## src/rtl/aes_ctr_sequencer.sv

```systemverilog
// CTR-mode sequencer for an AES-256 core that has no start/done handshake.
// Latches the job parameters, presents {nonce,ctr} to the core, times the fixed
// core latency, captures the keystream and XORs it with the plaintext stream.
//
// state   | meaning
// IDLE    | no job; start_i sampled here
// KS      | counter block held on the core, waiting out CORE_LATENCY
// WAIT_PT | keystream captured, pt_ready_o high, waiting for plaintext
// OUT     | ciphertext valid, held until ct_ready_i
module aes_ctr_sequencer #(
    parameter int CORE_LATENCY = 16,
    parameter int NB_W         = 16
) (
    input  logic            clk,
    input  logic            rst,
    input  logic            start_i,
    input  logic [255:0]    key_i,
    input  logic [95:0]     nonce_i,
    input  logic [31:0]     ctr_init_i,
    input  logic [NB_W-1:0] nblocks_i,
    output logic            busy_o,
    output logic            done_o,
    input  logic            pt_valid_i,
    output logic            pt_ready_o,
    input  logic [127:0]    pt_data_i,
    output logic            ct_valid_o,
    input  logic            ct_ready_i,
    output logic [127:0]    ct_data_o,
    output logic [127:0]    core_block_o,
    output logic [255:0]    core_key_o,
    input  logic [127:0]    core_ks_i
);

    typedef enum logic [1:0] {IDLE, KS, WAIT_PT, OUT} state_t;

    localparam int CW = (CORE_LATENCY > 1) ? $clog2(CORE_LATENCY) : 1;
    localparam logic [CW-1:0] WAIT_LAST = CW'(CORE_LATENCY - 1);

    state_t          state_q, state_d;
    logic [255:0]    key_q;
    logic [95:0]     nonce_q;
    logic [31:0]     ctr_q;
    logic [NB_W-1:0] rem_q;
    logic [CW-1:0]   wait_q;
    logic [127:0]    ks_q;
    // First block of a job spends one cycle loading core_block_o from the
    // freshly latched nonce/ctr before the latency window starts counting.
    logic            load_pend_q;

    assign core_key_o = key_q;
    assign pt_ready_o = (state_q == WAIT_PT);

    // State register
    always_ff @(posedge clk or negedge rst) begin
        if (!rst) begin
            state_q <= IDLE;
        end else begin
            state_q <= state_d;
        end
    end

    // Next-state decode
    always_comb begin
        state_d = state_q;
        case (state_q)
            IDLE: begin
                if (start_i && (nblocks_i != '0)) begin
                    state_d = KS;
                end
            end
            KS: begin
                if (!load_pend_q && (wait_q == WAIT_LAST)) begin
                    state_d = WAIT_PT;
                end
            end
            WAIT_PT: begin
                if (pt_valid_i) begin
                    state_d = OUT;
                end
            end
            OUT: begin
                if (ct_ready_i) begin
                    state_d = (rem_q == NB_W'(1)) ? IDLE : KS;
                end
            end
            default: state_d = IDLE;
        endcase
    end

    // Job registers, latency timer, keystream capture and output stream
    always_ff @(posedge clk or negedge rst) begin
        if (!rst) begin
            key_q        <= '0;
            nonce_q      <= '0;
            ctr_q        <= '0;
            rem_q        <= '0;
            wait_q       <= '0;
            ks_q         <= '0;
            load_pend_q  <= 1'b0;
            busy_o       <= 1'b0;
            done_o       <= 1'b0;
            ct_valid_o   <= 1'b0;
            ct_data_o    <= '0;
            core_block_o <= '0;
        end else begin
            done_o <= 1'b0;
            case (state_q)
                IDLE: begin
                    if (start_i) begin
                        key_q   <= key_i;
                        nonce_q <= nonce_i;
                        ctr_q   <= ctr_init_i;
                        rem_q   <= nblocks_i;
                        wait_q  <= '0;
                        if (nblocks_i == '0) begin
                            done_o <= 1'b1;
                        end else begin
                            busy_o      <= 1'b1;
                            load_pend_q <= 1'b1;
                        end
                    end
                end
                KS: begin
                    if (load_pend_q) begin
                        core_block_o <= {nonce_q, ctr_q};
                        load_pend_q  <= 1'b0;
                    end else if (wait_q == WAIT_LAST) begin
                        ks_q   <= core_ks_i;
                        wait_q <= '0;
                    end else begin
                        wait_q <= wait_q + CW'(1);
                    end
                end
                WAIT_PT: begin
                    if (pt_valid_i) begin
                        ct_data_o  <= pt_data_i ^ ks_q;
                        ct_valid_o <= 1'b1;
                    end
                end
                OUT: begin
                    if (ct_ready_i) begin
                        ct_valid_o   <= 1'b0;
                        ctr_q        <= ctr_q + 32'd1;
                        // Next counter block goes straight to the core so the
                        // following latency window starts this cycle.
                        core_block_o <= {nonce_q, ctr_q + 32'd1};
                        rem_q        <= rem_q - NB_W'(1);
                        if (rem_q == NB_W'(1)) begin
                            done_o <= 1'b1;
                            busy_o <= 1'b0;
                        end
                    end
                end
                default: ;
            endcase
        end
    end

endmodule
```

## config.mk

```make
export PLATFORM = sky130hd
export DESIGN_NAME = aes_ctr_sequencer
export DESIGN_NICKNAME = d
export VERILOG_FILES = /design/src/rtl/aes_ctr_sequencer.sv
export SDC_FILE = /design/constraint.sdc
export NUM_CORES = 1
export LEC_CHECK = 0
export BUFFER_PORTS_ARGS = -buffer_cell sky130_fd_sc_hd__buf_2
export CORE_AREA = 5 5 462 464
export CTS_CLUSTER_DIAMETER = 80
export DETAILED_ROUTE_END_ITERATION = 7
export DIE_AREA = 0 0 467 469
export MAX_ROUTING_LAYER = met4
export PLACE_DENSITY_LB_ADDON = 0.3
export REMOVE_ABC_BUFFERS = 1
export SLEW_MARGIN = 25
export SYNTH_ARGS = -nofsm -noshare
export SYNTH_HDL_FRONTEND = slang
export SYNTH_SLANG_ARGS = --single-unit
```

## constraint.sdc

```tcl
create_clock -name clk -period 5.9 [get_ports clk]
set_input_delay 0.59 -clock clk [delete_from_list [all_inputs] [get_ports clk]]
set_output_delay 0.59 -clock clk [all_outputs]
set_load 0.1 [all_outputs]
```

Word-level counts from Yosys, hierarchy flattened

Index checks and enable logic that the tools add are counted.

Register bits: 794
Latch bits: 0
Memory bits (writable): 0
ROM bits: 0
Input bits: 661
Output and inout bits: 516
Logic and storage cells: 85
Memories kept: 0

Add/sub/neg operators: 3
Multiply operators: 0
Divide/modulo/power cells: 0
Order comparisons: 0
Equal/unequal tests: 14
Shifts and indexed selects: 0
Multiplexer cells: 33
Bitwise operators: 2
Reductions and logical operators: 20

Operators by type and width:

| operator                | count |
|---|---|
| $mux W128               | 2 |
| $pmux W128 S2           | 1 |
| $xor A128 B128 Y128     | 1 |
| $mux W32                | 2 |
| $pmux W32 S2            | 1 |
| $add A32 B1 Y32 const B | 1 |
| $mux W16                | 2 |
| $pmux W16 S2            | 1 |
| $ne A2 B2 Y1 const B    | 9 |
| $reduce_and A3 Y1       | 6 |
| $eq A16 B1 Y1 const B   | 1 |
| $logic_not A16 Y1       | 1 |
| $reduce_bool A16 Y1     | 1 |
| $sub A16 B1 Y16 const B | 1 |
| $mux W4                 | 3 |
| $mux W1                 | 11 |
| $mux W2                 | 4 |
| $pmux W1 S2             | 4 |
| $pmux W2 S4             | 1 |
| $pmux W4 S2             | 1 |
| $reduce_bool A2 Y1      | 4 |
| $reduce_and A5 Y1       | 1 |
| $add A4 B1 Y4 const B   | 1 |
| $eq A2 B2 Y1 const B    | 2 |
| other kinds (8)         | 10 |

Longest topological paths before layout

Gate-level depths: netlist of run 1.

Depth after elaboration: 4
Depth in mapped cells: 10
Mapped depth without buffers: 7

Least setup slack after synthesis of run 1

No wires, ideal clock.

Kind: register to register
Start: register state_q[0]
End: register ct_data_o[0]
Setup time: 0.078 ns
Arrival: 2.451 ns
Data required time: 5.822 ns
Path slack: 3.371 ns
Stages on the path, launching flop included: 9
Buffers on the path: 3
Clock period less this slack: 2.529 ns
Cell sequence: dfrtp_1 > inv_1 > ha_1 > and2_1 > clkbuf_1 > clkbuf_1 > clkbuf_1 > nor2_1 > a21oi_1

Longest elaborated chain between the ends: 2

RTL lines:

| what                               | line | text |
|---|---|---|
| start: declaration                 | 39   | `state_t state_q, state_d;` |
| start signal: assignment           | 58   | `state_q <= state_d;` |
| $eq A2 B2 Y1                       | --   |  |
| via pt_ready_o                     | 24   | `output logic pt_ready_o,` |
| $reduce_and A2 Y1 (no source line) | --   |  |
| end signal: assignment             | 136  | `ct_data_o <= pt_data_i ^ ks_q;` |
| end: declaration                   | 28   | `output logic [127:0] ct_data_o,` |

The timed path passes the listed nets, and every way through them passes these cells.
A chain may end at the register's enable or synchronous reset.

Final worst setup path of run 1

Start: register state_q[1]
End: register ks_q[85]

Longest elaborated chain between the ends: 2

RTL lines:

| what                               | line | text |
|---|---|---|
| $eq A2 B1 Y1                       | 107  | `case (state_q)` |
| $reduce_and A3 Y1 (no source line) | --   |  |
| end signal: assignment             | 128  | `ks_q <= core_ks_i;` |
| end: declaration                   | 45   | `logic [127:0] ks_q;` |

Every way passes these cells.

==> results_dict.tcl, run 1 <==
set metrics [dict create \
    criticalPathCategory "reg -> reg" \
    cts-root-buf "clkbuf_16" \
    worstPathRequired_ps 6490 \
    report.final.slew_viol_count 0 \
    critical_path.max_fanout 46 \
    drive_gt1_frac 0.498 \
    max_slew.worst_pin.slew_ps 1070 \
    worstSkewPairLatency_ps 730 \
    r2r-start "state_q[1]" \
    synth_cells 2421 \
    rsz0062_at_grt "false" \
    grt_pass1_wl_mm 212 \
    cts_made_buffers 101 \
    cts_tree "built" \
    first_pass_iters 5 \
    slowest_stage "buf_4" \
    setup_viol 0 \
    ys_warn_count 0 \
    arrival_ps 3790 \
    cts_max_path_buffers 3 \
    async_reset_ff_frac 1.00 \
    finalCriticalPeriod_ps 3200 \
    tns_ps 0 \
    antenna_found_initial 93 \
    htreeDepth 3 \
    grt_max_degree 156 \
    core_um2 209000 \
    critPathCaptureType "flip-flop" \
    seqCellArea_um2 19900 \
    yosys-top-cells-area "dfrtp_1 61%, mux2_2 20%, xnor2_1 3.8%" \
    syn_area_per_cell_um2 13.4 \
    status "finished clean" \
    port_buffers 1176 \
    gp_congestion 0.848 \
    die_w_um 467 \
    synth.largest_area_cell "dfrtp_1" \
    cp_cell_sequence "inv_1 -> ha_1 -> nand2b_1 -> nor2_4 -> buf_4 -> buf_4 -> mux2_2" \
    grt_overflow 0 \
    crit_top_cell "buf_4" \
    slowest_delay_ps 580 \
    num_rows 168 \
    dp_hpwl_mm 123 \
    rrSetupSlack_ps 2700 \
    postRouteWirelength_mm 156 \
    hold_slack_ps 105 \
    yosys-top-cells-count "794 x dfrtp_1, 579 x mux2_2, 201 x nor2_1" \
    ys_seq_area_frac 0.614 \
    start_util 0.155 \
    final_cell_area_um2 48000 \
    synth_edf_count 0 \
    clock.fmax_ghz 0.313 \
    via_per_inst 3.72 \
    grt_use_total 0.141 \
    maxCapViolations 0 \
    placed_area_um2 41500 \
    fillers 22500 \
    antenna_left 0 \
    cts_resized 0 \
    period_share 0.542 \
    area_growth_pct 48.3 \
    routedWlPerCell_um 22.9 \
    die_area_um2 219000 \
    hold_violations 0 \
    io_pins 1177 \
    die_h_um 469 \
    dr_total_vias 25300 \
    yosysMostFrequentCell "dfrtp_1" \
    multiInputGateArea_um2 11800 \
    drt_iter0_drc 1113 \
    hold_class "in -> reg" \
    dominantRegCellSynth "dfrtp_1" \
    clkTransAtPathRegs_ps 60 \
    synth.distinct_cells 61 \
    max_slew_margin 0.285 \
    syn-cell-area_um2 32300 \
    critPathLaunchType "flip-flop" \
    worstReg2RegEnd "ks_q[85]" \
    grt_pass1_vias 26600 \
    cts.sinks 794 \
    worstHoldStart "nonce_i[58]" \
    drcViolationCount 0 \
    yosysTopAreaCellShare 0.614 \
    ys_ff_latch 794 \
    reg2regPathDepth 7 \
    min_path_cells 2 \
    nets 4555 \
    clock_skew_ps 45.5 \
    holdPathEnd "nonce_q[58]" \
]
## sequential cells by signal, indices dropped and copies added (netlist names)
register	count
core_key_o	256
core_block_o	128
ct_data_o	128
ks_q	128
nonce_q	96
ctr_q	32
rem_q	16
wait_q	4
state_q	2
busy_o	1
ct_valid_o	1
done_o	1
load_pend_q	1
## routing by layer
| metal | global-route usage | part of all wire | vias to the layer above |
|---|---|---|---|
| met4 | 0.0291 | 0.022 | 0 |
| li1 | - | - | 11500 |
| met3 | 0.0580 | 0.098 | 257 |
| met1 | 0.156 | 0.38 | 12500 |
| met5 | - | 0 | - |
| met2 | 0.240 | 0.50 | 1045 |
## final cells by class
type                            count  area share
Timing Repair Buffer             1513       0.194
Inverter                           11    0.000861
Multi-Input combinational cell   1464       0.246
Clock inverter                     41     0.00965
Antenna cell                       31     0.00162
Sequential cell                   794       0.414
Tap cell                         2805      0.0732
Clock buffer                      139      0.0601
## per-stage QoR
step	utilization	setup slack, ps	cells
3_3_place_gp	0.199	2540	6281
6_report	0.230	2700	6798
3_5_place_dp	0.199	2540	6281
4_1_cts	0.229	2550	6767
5_1_grt	0.230	2450	6790
2_1_floorplan	-	-7070	2269
## kinds of logic after synthesis
group                      count (synthesis)  share of synthesized area
buffers and inverters                    163                     0.0225
adders and majority gates                  9                    0.00348
and+or+nand+nor                          394                     0.0568
AOI/OAI and AO/OA                        304                     0.0525
DFF                                      794                      0.614
xor gates and xnor gates                 158                     0.0428
muxes                                    599                      0.208
## timing repair
item | in CTS | in global routing
hold endpoints to repair | 362 | 0
buffers inserted | 0 | 0
hold buffers | 306 | 0
## how the worst max path moves through the flow
| stage | start | to | cells after the start |
|---|---|---|---|
| detailed placement | state_q[1] | ctr_q[4] | 6 |
| floorplan | state_q[1] | core_block_o[100] | 4 |
| global route | state_q[1] | ks_q[85] | 7 |
| global placement | state_q[1] | ctr_q[4] | 6 |
| CTS | state_q[1] | ctr_q[4] | 6 |
| finish | state_q[1] | ks_q[85] | 7 |
## layout by cell type, fill, tap and decap left out, types with 12 or more instances in the layout
cell type      instances
mux2i_1               20
nand3_1               33
nor2_1               200
buf_4                 21
buf_2               1175
mux2_2               579
clkbuf_8              17
nand2_1               49
dfrtp_1              794
o21ai_0               40
nor3_1                17
xor2_1                17
dlygate4sd3_1        306
nand4_1               25
a21oi_1              195
diode_2               31
o22ai_1               26
clkbuf_1              19
nor4_1                12
clkbuf_16            103
xnor2_1              141
clkinv_2              13
## critical path, delay by kind of cell, from the launching register on
| family | cells | cell delay (ps) |
|---|---|---|
| fa+ha+maj | 1 | 440 |
| simple gates | 2 | 360 |
| buf+inv | 3 | 1250 |
| mux | 1 | 390 |
| flops | 1 | 420 |
Power of run 1 is left out: the tool's default activity adds up to more than one toggle a clock period on the data nets, which glitch-free logic cannot reach.
==> run 2, diff against run 1 <==
Settings changed: CORE_AREA 5 5 462 464 to 5 5 452 454, DIE_AREA 0 0 467 469 to 0 0 457 459.
Clock period 5.9 ns to 3.4 ns, I/O delays scaled along.
==> run 2 against run 1 <==
Against the previous run:
- first-iteration DRC count is 37% higher
- fmax grew 18%
- sequential cell count stayed put
- via count is 7.6% higher
- cell count increased by 3.9%
- non-clock buffer count grew 402
- setup slack worse by 2000 ps
- worst hold slack improved by 33 ps
- wire length rose by 0.95%
- die area decreased by 4.2%
- critical endpoint is now state_q[1]
==> results_dict.tcl, run 2 (synthesis gave the netlist of run 1 again) <==
set metrics [dict create \
    dp_hpwl_mm 124 \
    max_slew.worst_pin.slew_ps 899 \
    drive_gt1_frac 0.462 \
    wl_met2_mm 76.2 \
    top_layer_used "met4" \
    start_util 0.162 \
    mostFrequentLayoutCells "1175 x buf_2, 794 x dfrtp_1, 658 x dlygate4sd3_1" \
    worstSkewPairLatency_ps 740 \
    hold_violations 0 \
    clock.fmax_ghz 0.369 \
    via_per_inst 3.85 \
    grt_overflow 0 \
    drcViolationCount 0 \
    die_w_um 457 \
    htreeDepth 3 \
    hold_class "in -> reg" \
    rsz0062_at_grt "false" \
    finalCriticalPeriod_ps 2710 \
    drt_iter0_drc 1528 \
    grt_pass1_wl_mm 221 \
    largest_register_ffs 256 \
    grt_use_total 0.149 \
    first_pass_iters 5 \
    dp_cells 6182 \
    port_buffers 1176 \
    antenna_found_initial 85 \
    clock_skew_ps 62.4 \
    gp_congestion 0.891 \
    cts_tree "built" \
    layout_commonest_cell "buf_2" \
    routedWlPerCell_um 22.2 \
    maxCapViolations 0 \
    critPathLaunchType "flip-flop" \
    wl_met3_mm 12.8 \
    die_area_um2 210000 \
    setup_viol 0 \
    worstPathRequired_ps 3960 \
    dr_total_vias 27200 \
    cts-root-buf "clkbuf_16" \
    arrival_ps 3270 \
    cts_max_path_buffers 3 \
    max_slew_margin 0.395 \
    period_share 0.797 \
    area_growth_pct 60.2 \
    postRouteWirelength_mm 157 \
    report.final.slew_viol_count 0 \
    num_rows 164 \
    critPathCaptureType "flip-flop" \
    grt_max_degree 98 \
    wl_met1_mm 64.4 \
    status "finished clean" \
    nets 4955 \
    post_cts_buffers 0 \
    criticalPathCategory "reg -> reg" \
    fin_cells 7062 \
    clkTransAtPathRegs_ps 60 \
    grt_pass1_vias 29000 \
    io_pins 1177 \
    die_h_um 459 \
    cts.sinks 794 \
    core_um2 199000 \
    antenna_left 0 \
    critical_path.max_fanout 9 \
    cts_made_buffers 99 \
]
==> run 2: changes by cell type in the layout (fill, tap and decap cells not counted), sizes merged, moves of 3 or more <==
cell	previous run	this run
inv	21	18
diode	31	39
buf	1207	1257
clkbuf	139	148
dlygate4sd3	306	658
clkinv	21	17
==> run 2: cell type report <==
cell class | count | area (µm²)
diodes | 39 | 97.6
clock buffers | 148 | 2900
clock inverters | 35 | 429
fillers | 21100 | 147000
inverters | 11 | 41.3
multi-input cells | 1464 | 11800
flip-flops and latches | 794 | 19900
well taps | 2656 | 3320
repair buffers | 1915 | 13400
==> run 2: what timing repair did <==
action / 4_1_cts / 5_1_grt
endpoints found under the hold margin: 707 / 0
hold buffers: 658 / 0
resized for setup: 0 / 0
==> run 2: final timing paths <==
path,from,depth (start not counted),slack [ps],to
min in group asynchronous,rst,2,210,ct_data_o[80]
worst min register to register,nonce_q[77],1,500,core_block_o[109]
max in group asynchronous,rst,4,2010,core_key_o[219]
worst max register to register,state_q[0],8,690,state_q[1]
worst min-delay path,pt_valid_i,5,140,ct_valid_o
worst max-delay path,state_q[0],8,690,state_q[1]
==> run 2: worst max-delay path, cell delays in order (launching register included) <==
cell and delay [ps]:
dfrtp_1 400, inv_1 160, ha_1 430, nor4b_1 580, nand4_1 260, nor4_1 240, buf_4 200, nor2b_1 60
mux2_2 260
==> run 2: metal layers <==
| metal | vias up | GRT usage |
|---|---|---|
| met4 | 0 | 0.0379 |
| li1 | 12300 | - |
| met5 | - | - |
| met3 | 227 | 0.0470 |
| met1 | 13600 | 0.176 |
| met2 | 1061 | 0.247 |
==> run 2: per-stage QoR <==
stage	util	hold slack [ps]	TNS (ps)	area (µm²)	setup WS [ps]
global placement	0.210	394	0	41800	685
floorplan	-	44.4	-4216300	31700	-9570
detailed placement	0.210	393	0	41800	667
finish	0.260	138	0	51800	689
global route	0.260	108	0	51800	544
CTS	0.260	0.859	0	51700	698
Power of run 2 is left out for the same reason.
==> run 3, diff against run 2 <==
Settings changed: CORE_AREA 5 5 452 454 to 5 5 450 452, DIE_AREA 0 0 457 459 to 0 0 455 457.
Clock period 3.4 ns to 2.4 ns, I/O delays scaled along.
==> run 3 against run 2 <==
Against the previous run:
- first-iteration DRC count shrank 11%
- non-clock buffer count grew 59
- largest cell class unchanged
- die area shrank 0.87%
- clock skew grew 21 ps
- worst hold slack lost 80 ps
- critical endpoint is now ctr_q[15]
- global-route usage shrank 0.92 points
- fmax grew 23%
==> results_dict.tcl, run 3 (synthesis gave the netlist of run 1 again) <==
set metrics [dict create \
    status "finished clean" \
    grt_pass1_vias 29100 \
    cts_made_buffers 101 \
    worstPathRequired_ps 3010 \
    slowest_delay_ps 430 \
    gp_congestion 0.879 \
    max_slew_margin 0.484 \
    cts_max_path_buffers 3 \
    drive_gt1_frac 0.470 \
    cts-root-buf "clkbuf_16" \
    hold_class "in -> async" \
    criticalPathCategory "reg -> reg" \
    cp_cell_sequence "inv_1 -> ha_1 -> nor2b_1 -> or3_4 -> buf_4 -> or3_1 -> o21ai_0 -> a21oi_1" \
    rsz0062_at_grt "false" \
    clock.fmax_ghz 0.454 \
    largest_register_ffs 256 \
    layout_commonest_cell "buf_2" \
    core_um2 198000 \
    critPathCaptureType "flip-flop" \
    report.final.slew_viol_count 0 \
    postRouteWirelength_mm 147 \
    antenna_left 0 \
    critPathLaunchType "flip-flop" \
    num_rows 164 \
    arrival_ps 2810 \
    period_share 0.917 \
    worstSkewPairLatency_ps 750 \
    port_buffers 1176 \
    maxCapViolations 0 \
    nets 5016 \
    die_w_um 455 \
    fillers 20900 \
    via_per_inst 3.79 \
    grt_overflow 0 \
    dr_total_vias 27000 \
    grt_max_degree 77 \
    tns_ps 0 \
    die_h_um 457 \
    critical_path.max_fanout 7 \
    drt_iter0_drc 1361 \
    io_pins 1177 \
    clkTransAtPathRegs_ps 60 \
    finalCriticalPeriod_ps 2200 \
    antenna_found_initial 56 \
    routedWlPerCell_um 20.6 \
    drcViolationCount 0 \
    mostFrequentLayoutCells "1174 x buf_2, 794 x dfrtp_1, 660 x dlygate4sd3_1" \
    hold_violations 0 \
    dp_cells 6239 \
    cts.sinks 794 \
    die_area_um2 208000 \
    grt_pass1_wl_mm 208 \
    slowest_stage "or3_4" \
    max_slew.worst_pin.slew_ps 773 \
    clock_skew_ps 83.7 \
    area_growth_pct 62.8 \
    first_pass_iters 5 \
    dp_hpwl_mm 115 \
    fin_cells 7120 \
    htreeDepth 3 \
    grt_use_total 0.140 \
    cts_tree "built" \
    setup_viol 0 \
    start_util 0.163 \
]
==> run 3: cell count changes in the layout (fill, tap and decap cells not counted), moves of 3 or more <==
| cell | change |
|---|---|
| inv_6 | +3 |
| clkinv_2 | -4 |
| diode_2 | -6 |
| buf_4 | +43 |
| clkbuf_8 | +3 |
| buf_12 | +15 |
| clkbuf_1 | -3 |
==> run 3: what timing repair did <==
action                                  4_1_cts  5_1_grt
endpoints found under the hold margin      1147        0
endpoints found under the setup margin        1        1
hold buffers                                660        0
setup buffers                                 0        0
resized for setup                             1        1
==> run 3: final cells by class <==
type | count | area, µm² | area share
clock inverters | 38 | 557 | 0.0106
clock buffers | 150 | 2980 | 0.0567
diodes | 33 | 82.6 | 0.00157
flip-flops and latches | 794 | 19900 | 0.377
inverters | 11 | 41.3 | 0.000784
multi-input cells | 1464 | 11800 | 0.224
repair buffers | 1974 | 14000 | 0.266
well taps | 2656 | 3320 | 0.0631
==> run 3: stage by stage <==
stage               worst slack [ps]  instance area (µm²)  utilization  hold WS, ps
detailed placement               112                42400        0.214          284
floorplan                     -10570                31700            -        -55.6
global route                    14.9                52600        0.265         40.9
finish                           199                52600        0.265         58.3
CTS                             66.4                52600        0.265         17.0
global placement                46.2                42400        0.214          281
==> run 3: layer usage <==
metal	wire length, µm	part of all wire	up-vias	GRT usage
li1	-	-	12400	-
met2	71600	0.49	931	0.233
met4	3460	0.024	0	0.0392
met1	62000	0.42	13500	0.168
met5	0	0	-	-
met3	9660	0.066	196	0.0349
==> run 3: worst paths after layout <==
check | startpoint | end | slack, ps | cells past startpoint
hold / removal | rst | core_key_o[222] | 60 | 2
setup / recovery | state_q[1] | ctr_q[15] | 200 | 8
hold reg to reg | nonce_q[44] | core_block_o[76] | 490 | 1
setup reg to reg | state_q[1] | ctr_q[15] | 200 | 8
min in group clk | pt_valid_i | ct_valid_o | 220 | 5
max in group asynchronous | rst | ks_q[69] | 1320 | 3
==> run 3: worst max-delay path, delay by kind of cell (launching register included) <==
| kind | cells | cell delay [ps] |
|---|---|---|
| AND/OR/NAND/NOR | 3 | 890 |
| flip-flops | 1 | 410 |
| adder cells (fa/ha/maj) | 1 | 240 |
| AO/OA/AOI/OAI | 2 | 270 |
| buffers and inverters | 2 | 260 |
Power of run 3 is left out for the same reason.
